<file path="src/rtl/shift_sequencer_pkg.sv">
// Shared encodings for the shift-register command sequencer.
// Holds command opcodes, register mode selects and FSM state codes.
// Also holds default widths and a small opcode helper.
package shift_sequencer_pkg;

  localparam int DEF_WIDTH = 4;
  localparam int DEF_CNTW  = 3;

  // Command opcodes as seen on cmd_op
  typedef enum logic [1:0] {
    OP_LOAD = 2'b00,
    OP_SHR  = 2'b01,
    OP_SHL  = 2'b10,
    OP_ROR  = 2'b11
  } op_t;

  // Mode selects understood by Shift_Register on its s input
  typedef enum logic [1:0] {
    MODE_HOLD = 2'b00,
    MODE_SHR  = 2'b01,
    MODE_SHL  = 2'b10,
    MODE_LOAD = 2'b11
  } mode_t;

  // Sequencer FSM states
  typedef enum logic [1:0] {
    ST_IDLE    = 2'b00,
    ST_EXEC    = 2'b01,
    ST_CAPTURE = 2'b10,
    ST_RESP    = 2'b11
  } state_t;

  // A LOAD always needs exactly one register cycle; shifts need cnt cycles
  function automatic logic needs_exec(input op_t op, input logic cnt_nonzero);
    return (op == OP_LOAD) || cnt_nonzero;
  endfunction

endpackage

</file>
<file path="src/rtl/shift_sequencer_step_counter.sv">
// Loadable down-counter tracking remaining shift steps, with zero flag.
// Load takes priority over decrement; decrement saturates at zero.
// Falling-edge flops, async active-high reset to zero.
module shift_sequencer_step_counter #(
  parameter int CNTW = 3
) (
  input  logic            clk,
  input  logic            reset,
  input  logic            load,
  input  logic [CNTW-1:0] load_val,
  input  logic            dec,
  output logic [CNTW-1:0] count,
  output logic            zero
);

  // Load a new step budget or count down one step, never wrapping below zero
  always_ff @(negedge clk or posedge reset) begin
    if (reset) begin
      count <= '0;
    end else if (load) begin
      count <= load_val;
    end else if (dec && (count != '0)) begin
      count <= count - 1'b1;
    end
  end

  assign zero = (count == '0);

endmodule

</file>
<file path="src/rtl/shift_sequencer.sv">
// Command sequencer driving Shift_Register: LOAD / SHR / SHL / ROR by N steps.
// Latency: response valid after edge N+1 past accept (N=1 for LOAD, N=cnt for shifts).
// One command in flight; cmd_ready only when idle, result held until rsp_ready.
module shift_sequencer
  import shift_sequencer_pkg::*;
#(
  parameter int WIDTH = DEF_WIDTH,
  parameter int CNTW  = DEF_CNTW
) (
  input  logic             clk,
  input  logic             reset,
  input  logic             cmd_valid,
  output logic             cmd_ready,
  input  logic [1:0]       cmd_op,
  input  logic [WIDTH-1:0] cmd_data,
  input  logic [CNTW-1:0]  cmd_cnt,
  input  logic             cmd_fill,
  output logic             rsp_valid,
  input  logic             rsp_ready,
  output logic [WIDTH-1:0] rsp_data,
  output logic             busy,
  output logic [1:0]       sr_s,
  output logic [WIDTH-1:0] sr_i,
  output logic             sr_ser,
  input  logic [WIDTH-1:0] sr_o
);

  state_t           state;
  state_t           state_nxt;
  op_t              op_q;
  logic [WIDTH-1:0] data_q;
  logic             fill_q;
  mode_t            mode;

  logic             cmd_take;
  logic             rsp_take;
  logic             cnt_load;
  logic [CNTW-1:0]  cnt_load_val;
  logic             cnt_dec;
  logic [CNTW-1:0]  step_cnt;
  logic             step_zero;
  logic             step_last;

  shift_sequencer_step_counter #(
    .CNTW (CNTW)
  ) u_step_counter (
    .clk      (clk),
    .reset    (reset),
    .load     (cnt_load),
    .load_val (cnt_load_val),
    .dec      (cnt_dec),
    .count    (step_cnt),
    .zero     (step_zero)
  );

  // The final EXEC cycle is the one whose edge brings the counter to zero
  assign step_last = step_zero || (step_cnt == CNTW'(1));

  // LOAD is executed as a single register cycle, so it loads a budget of one
  assign cnt_load_val = (op_t'(cmd_op) == OP_LOAD) ? CNTW'(1) : cmd_cnt;

  // State register
  always_ff @(negedge clk or posedge reset) begin
    if (reset) begin
      state <= ST_IDLE;
    end else begin
      state <= state_nxt;
    end
  end

  // Next-state and per-cycle register controls
  always_comb begin
    state_nxt = state;
    mode      = MODE_HOLD;
    sr_i      = '0;
    sr_ser    = 1'b0;
    cmd_take  = 1'b0;
    rsp_take  = 1'b0;
    cnt_load  = 1'b0;
    cnt_dec   = 1'b0;
    unique case (state)
      ST_IDLE: begin
        if (cmd_valid) begin
          cmd_take = 1'b1;
          cnt_load = 1'b1;
          if (needs_exec(op_t'(cmd_op), cmd_cnt != '0)) begin
            state_nxt = ST_EXEC;
          end else begin
            state_nxt = ST_CAPTURE;
          end
        end
      end
      ST_EXEC: begin
        cnt_dec = 1'b1;
        unique case (op_q)
          OP_LOAD: begin
            mode = MODE_LOAD;
            sr_i = data_q;
          end
          OP_SHR: begin
            mode   = MODE_SHR;
            sr_ser = fill_q;
          end
          OP_SHL: begin
            mode   = MODE_SHL;
            sr_ser = fill_q;
          end
          OP_ROR: begin
            // Rotation feeds the outgoing LSB straight back into the MSB
            mode   = MODE_SHR;
            sr_ser = sr_o[0];
          end
          default: mode = MODE_HOLD;
        endcase
        if (step_last) begin
          state_nxt = ST_CAPTURE;
        end
      end
      ST_CAPTURE: begin
        rsp_take  = 1'b1;
        state_nxt = ST_RESP;
      end
      ST_RESP: begin
        if (rsp_ready) begin
          state_nxt = ST_IDLE;
        end
      end
      default: state_nxt = ST_IDLE;
    endcase
  end

  // Command latch, written only on the accept edge
  always_ff @(negedge clk or posedge reset) begin
    if (reset) begin
      op_q   <= OP_LOAD;
      data_q <= '0;
      fill_q <= 1'b0;
    end else if (cmd_take) begin
      op_q   <= op_t'(cmd_op);
      data_q <= cmd_data;
      fill_q <= cmd_fill;
    end
  end

  // Response register, sampled from the register once it has settled in CAPTURE
  always_ff @(negedge clk or posedge reset) begin
    if (reset) begin
      rsp_data <= '0;
    end else if (rsp_take) begin
      rsp_data <= sr_o;
    end
  end

  assign sr_s      = mode;
  assign cmd_ready = (state == ST_IDLE);
  assign rsp_valid = (state == ST_RESP);
  assign busy      = (state != ST_IDLE);

endmodule

</file>
<file path="config.mk">
export PLATFORM = sky130hd
export DESIGN_NAME = shift_sequencer
export DESIGN_NICKNAME = d
export VERILOG_FILES = /design/src/rtl/shift_sequencer_pkg.sv /design/src/rtl/shift_sequencer_step_counter.sv /design/src/rtl/shift_sequencer.sv
export SDC_FILE = /design/constraint.sdc
export NUM_CORES = 1
export LEC_CHECK = 0
export CAP_MARGIN = 20
export CORE_UTILIZATION = 45
export CTS_CLUSTER_SIZE = 40
export DETAILED_ROUTE_END_ITERATION = 8
export GPL_TIMING_DRIVEN = 0
export PLACE_DENSITY_LB_ADDON = 0.12
export SETUP_SLACK_MARGIN = 0.05
export SLEW_MARGIN = 40
export SYNTH_ARGS = -nofsm -noshare
export SYNTH_HDL_FRONTEND = slang
export SYNTH_SLANG_ARGS = --single-unit
</file>
<file path="constraint.sdc">
create_clock -name clk -period 4.2 [get_ports clk]
set_input_delay 0.42 -clock clk [delete_from_list [all_inputs] [get_ports clk]]
set_output_delay 0.42 -clock clk [all_outputs]
set_load 0.01 [all_outputs]
</file>
==> flow_summary.ini <==
[setup_path]
crit_arrival_ns = 3.66
reg2reg_setup_slack_ns = 2.37
critPathCaptureType = output pin
required_ns = 3.78
start_kind = flop
crit_path_end = sr_i[2]
crit_type = reg2out
critPathLaunch = state[1]
r2r-start = state[1]
path_max_fanout = 6
timing.rr.end = state[1]
reg2regPathDepth = 5

[grt]
grt_pass1_wl_um = 3100
groute.usage.overall_pct = 19.9
grt_max_degree = 17
use_met1_pct = 25.4
use_met3_pct = 3.40
antenna_found_initial = 0
busiest_layer = met2
grt_use_met2_pct = 34.1
grt_overflow = 0
grt_pass1_vias = 721

[clock_tree]
cts.clk_slew.worst_paths_ns = 0.07
cts_hold_buffers = 0
cts_root_buf = clkbuf_4
clk_latency_ns = 0.29
cts_buffers = 3
cts_sinks = 16
cts_tree = done
clockBufferDepth = 2
htreeDepth = 1

[logic_synthesis]
ys_warn_count = 0
syn-cell-area_sq_um = 952
postSynthAreaPerCell_sq_um = 11.1
synth_top_area_share_pct = 42.0
synth_edf_count = 0
syn_nets = 117
yosysSeqAreaShare_pct = 42.0
ys_ff_latch = 16
post-synth-top-count-cell = dfrtn_1
synthTopCellsByCount = dfrtn_1 (16), ha_1 (13), inv_1 (12)
synth_flop_cell = dfrtn_1
async_reset_ff_share_pct = 100
synth_cell_types = 24
syn_inst = 86
netlist_top_cells_area = dfrtn_1 (42%), ha_1 (17%), mux2_2 (13%), inv_1 (4.7%), and3_1 (2.6%)
synth.largest_area_cell = dfrtn_1

[floorplanning]
core_area_sq_um = 1980
ioPinCount = 32
die_x_um = 48
fp.dieArea_sq_um = 2300
die_h_um = 48
fp-row-count = 16
start_util_pct = 48.0

[timing]
hold_viol = 0
drv_slew = 0
fin_skew_ns = 0.00138
relSlewSlack_pct = 59.4
rsz0062_at_grt = no
finalSetupViolations = 0
holdWs_ns = 0.448
worstMarginPinSlew_ns = 0.609

[drt]
drtPass1Iterations = 4
routed_wl_um = 1970
drt_iter0_markers = 15
vias = 771
postRouteAntennaNets = 0
avgViaCountPerCell = 5.01
wl_per_cell_um = 12.8
drc = 0

[power]
p_leak_uw = 0.000674
ir_drop_mv = 0.431
p_per_area_nw_per_um2 = 677
total_power_uw = 934

[finish]
final_util_pct = 69.6
nets = 159
drive_above_1_share_pct = 24.4
diodes = 0
fill_cells = 140
area_growth_pct = 44.8

[min_path]
hold_class = reg2reg

[placed_design]
portBuffers = 31
place_congestion = 0.774
dpl.hpwl_um = 1450

[job]
drv_cap = 0

[run_status]
status = complete, no violations
## per-stage QoR
stage / cells / setup WS (ns) / instance area, sq um / setup TNS [ns]
floorplan: 86 / 0.580 / 952 / 0
global placement: 144 / -0.0154 / 1300 / -0.0154
detailed placement: 144 / -0.0610 / 1300 / -0.0610
CTS: 154 / 0.0927 / 1380 / 0
global route: 154 / 0.0689 / 1380 / 0
finish: 154 / 0.119 / 1380 / 0
## state kept, by name (all words and copies together), names as in the netlist
| register | flops |
|---|---|
| rsp_data | 4 |
| state | 2 |
| u_step_counter.count | 3 |
| fill_q | 1 |
| data_q | 4 |
| op_q | 2 |
## routing by layer
metal	part of all wire, %	vias up
li1	-	385
met1	47	359
met2	48	23
met3	3.9	4
met4	1.6	0
met5	0	-
## how the worst min path moves through the flow
stage / slack (ns) / cells after the start / start / end
after floorplan: 0.43 / 1 / data_q[0] / data_q[0]
after global placement: 0.44 / 1 / data_q[0] / data_q[0]
after detailed placement: 0.45 / 1 / data_q[3] / data_q[3]
after CTS: 0.45 / 1 / data_q[3] / data_q[3]
after global routing: 0.46 / 1 / data_q[0] / data_q[0]
final: 0.45 / 1 / data_q[3] / data_q[3]
## placed cells by master, fill, tap and decap left out, types with 3 or more instances in the layout
| cell type | instances |
|---|---|
| nor2_1 | 4 |
| clkbuf_4 | 3 |
| clkdlybuf4s50_1 | 23 |
| mux2_2 | 11 |
| dfrtn_1 | 16 |
| ha_1 | 11 |
| buf_4 | 6 |
| inv_1 | 10 |
| and3_1 | 4 |
| dlygate4sd2_1 | 7 |
| o21ai_0 | 4 |
## kinds of logic after synthesis
family                   Yosys count  synth area share (%)
AO/OA/AOI/OAI                     13                  9.20
adder cells (fa/ha/maj)           13                  17.1
flip-flops                        16                  42.0
AND/OR/NAND/NOR                   18                  11.2
buffers and inverters             13                  5.26
multiplexers                      13                  15.2
## critical path, cell delays in order (launching register included)
cell	delay, ns
dfrtn_1	0.43
inv_2	0.07
ha_4	0.18
buf_4	0.14
and3_1	0.17
dlygate4sd2_1	0.28
## area by class of cell
| class | instances | area [sq um] | share of cell area (%) |
|---|---|---|---|
| multi-input cells | 57 | 517 | 37.5 |
| flip-flops and latches | 16 | 400 | 29.0 |
| repair buffers | 37 | 342 | 24.8 |
| inverters | 12 | 45.0 | 3.27 |
| clock buffers | 4 | 36.3 | 2.63 |
| well taps | 27 | 33.8 | 2.45 |
| plain buffers | 1 | 5.00 | 0.363 |
## what timing repair did
item                       CTS  global route
pin swaps                    1             0
hold endpoints to repair     0             0
gates resized for setup     13             3
buffers inserted             6             0
setup endpoints to repair    8             1
gates cloned                 0             0
## power breakdown
| part | internal (uW) | switching, uW | leakage (uW) |
|---|---|---|---|
| Sequential | 241 | 41.9 | 0.000189 |
| Combinational | 300 | 245 | 0.000464 |
| Clock | 52.9 | 52.0 | 0.0000210 |
(Power assumes the default switching activity.)
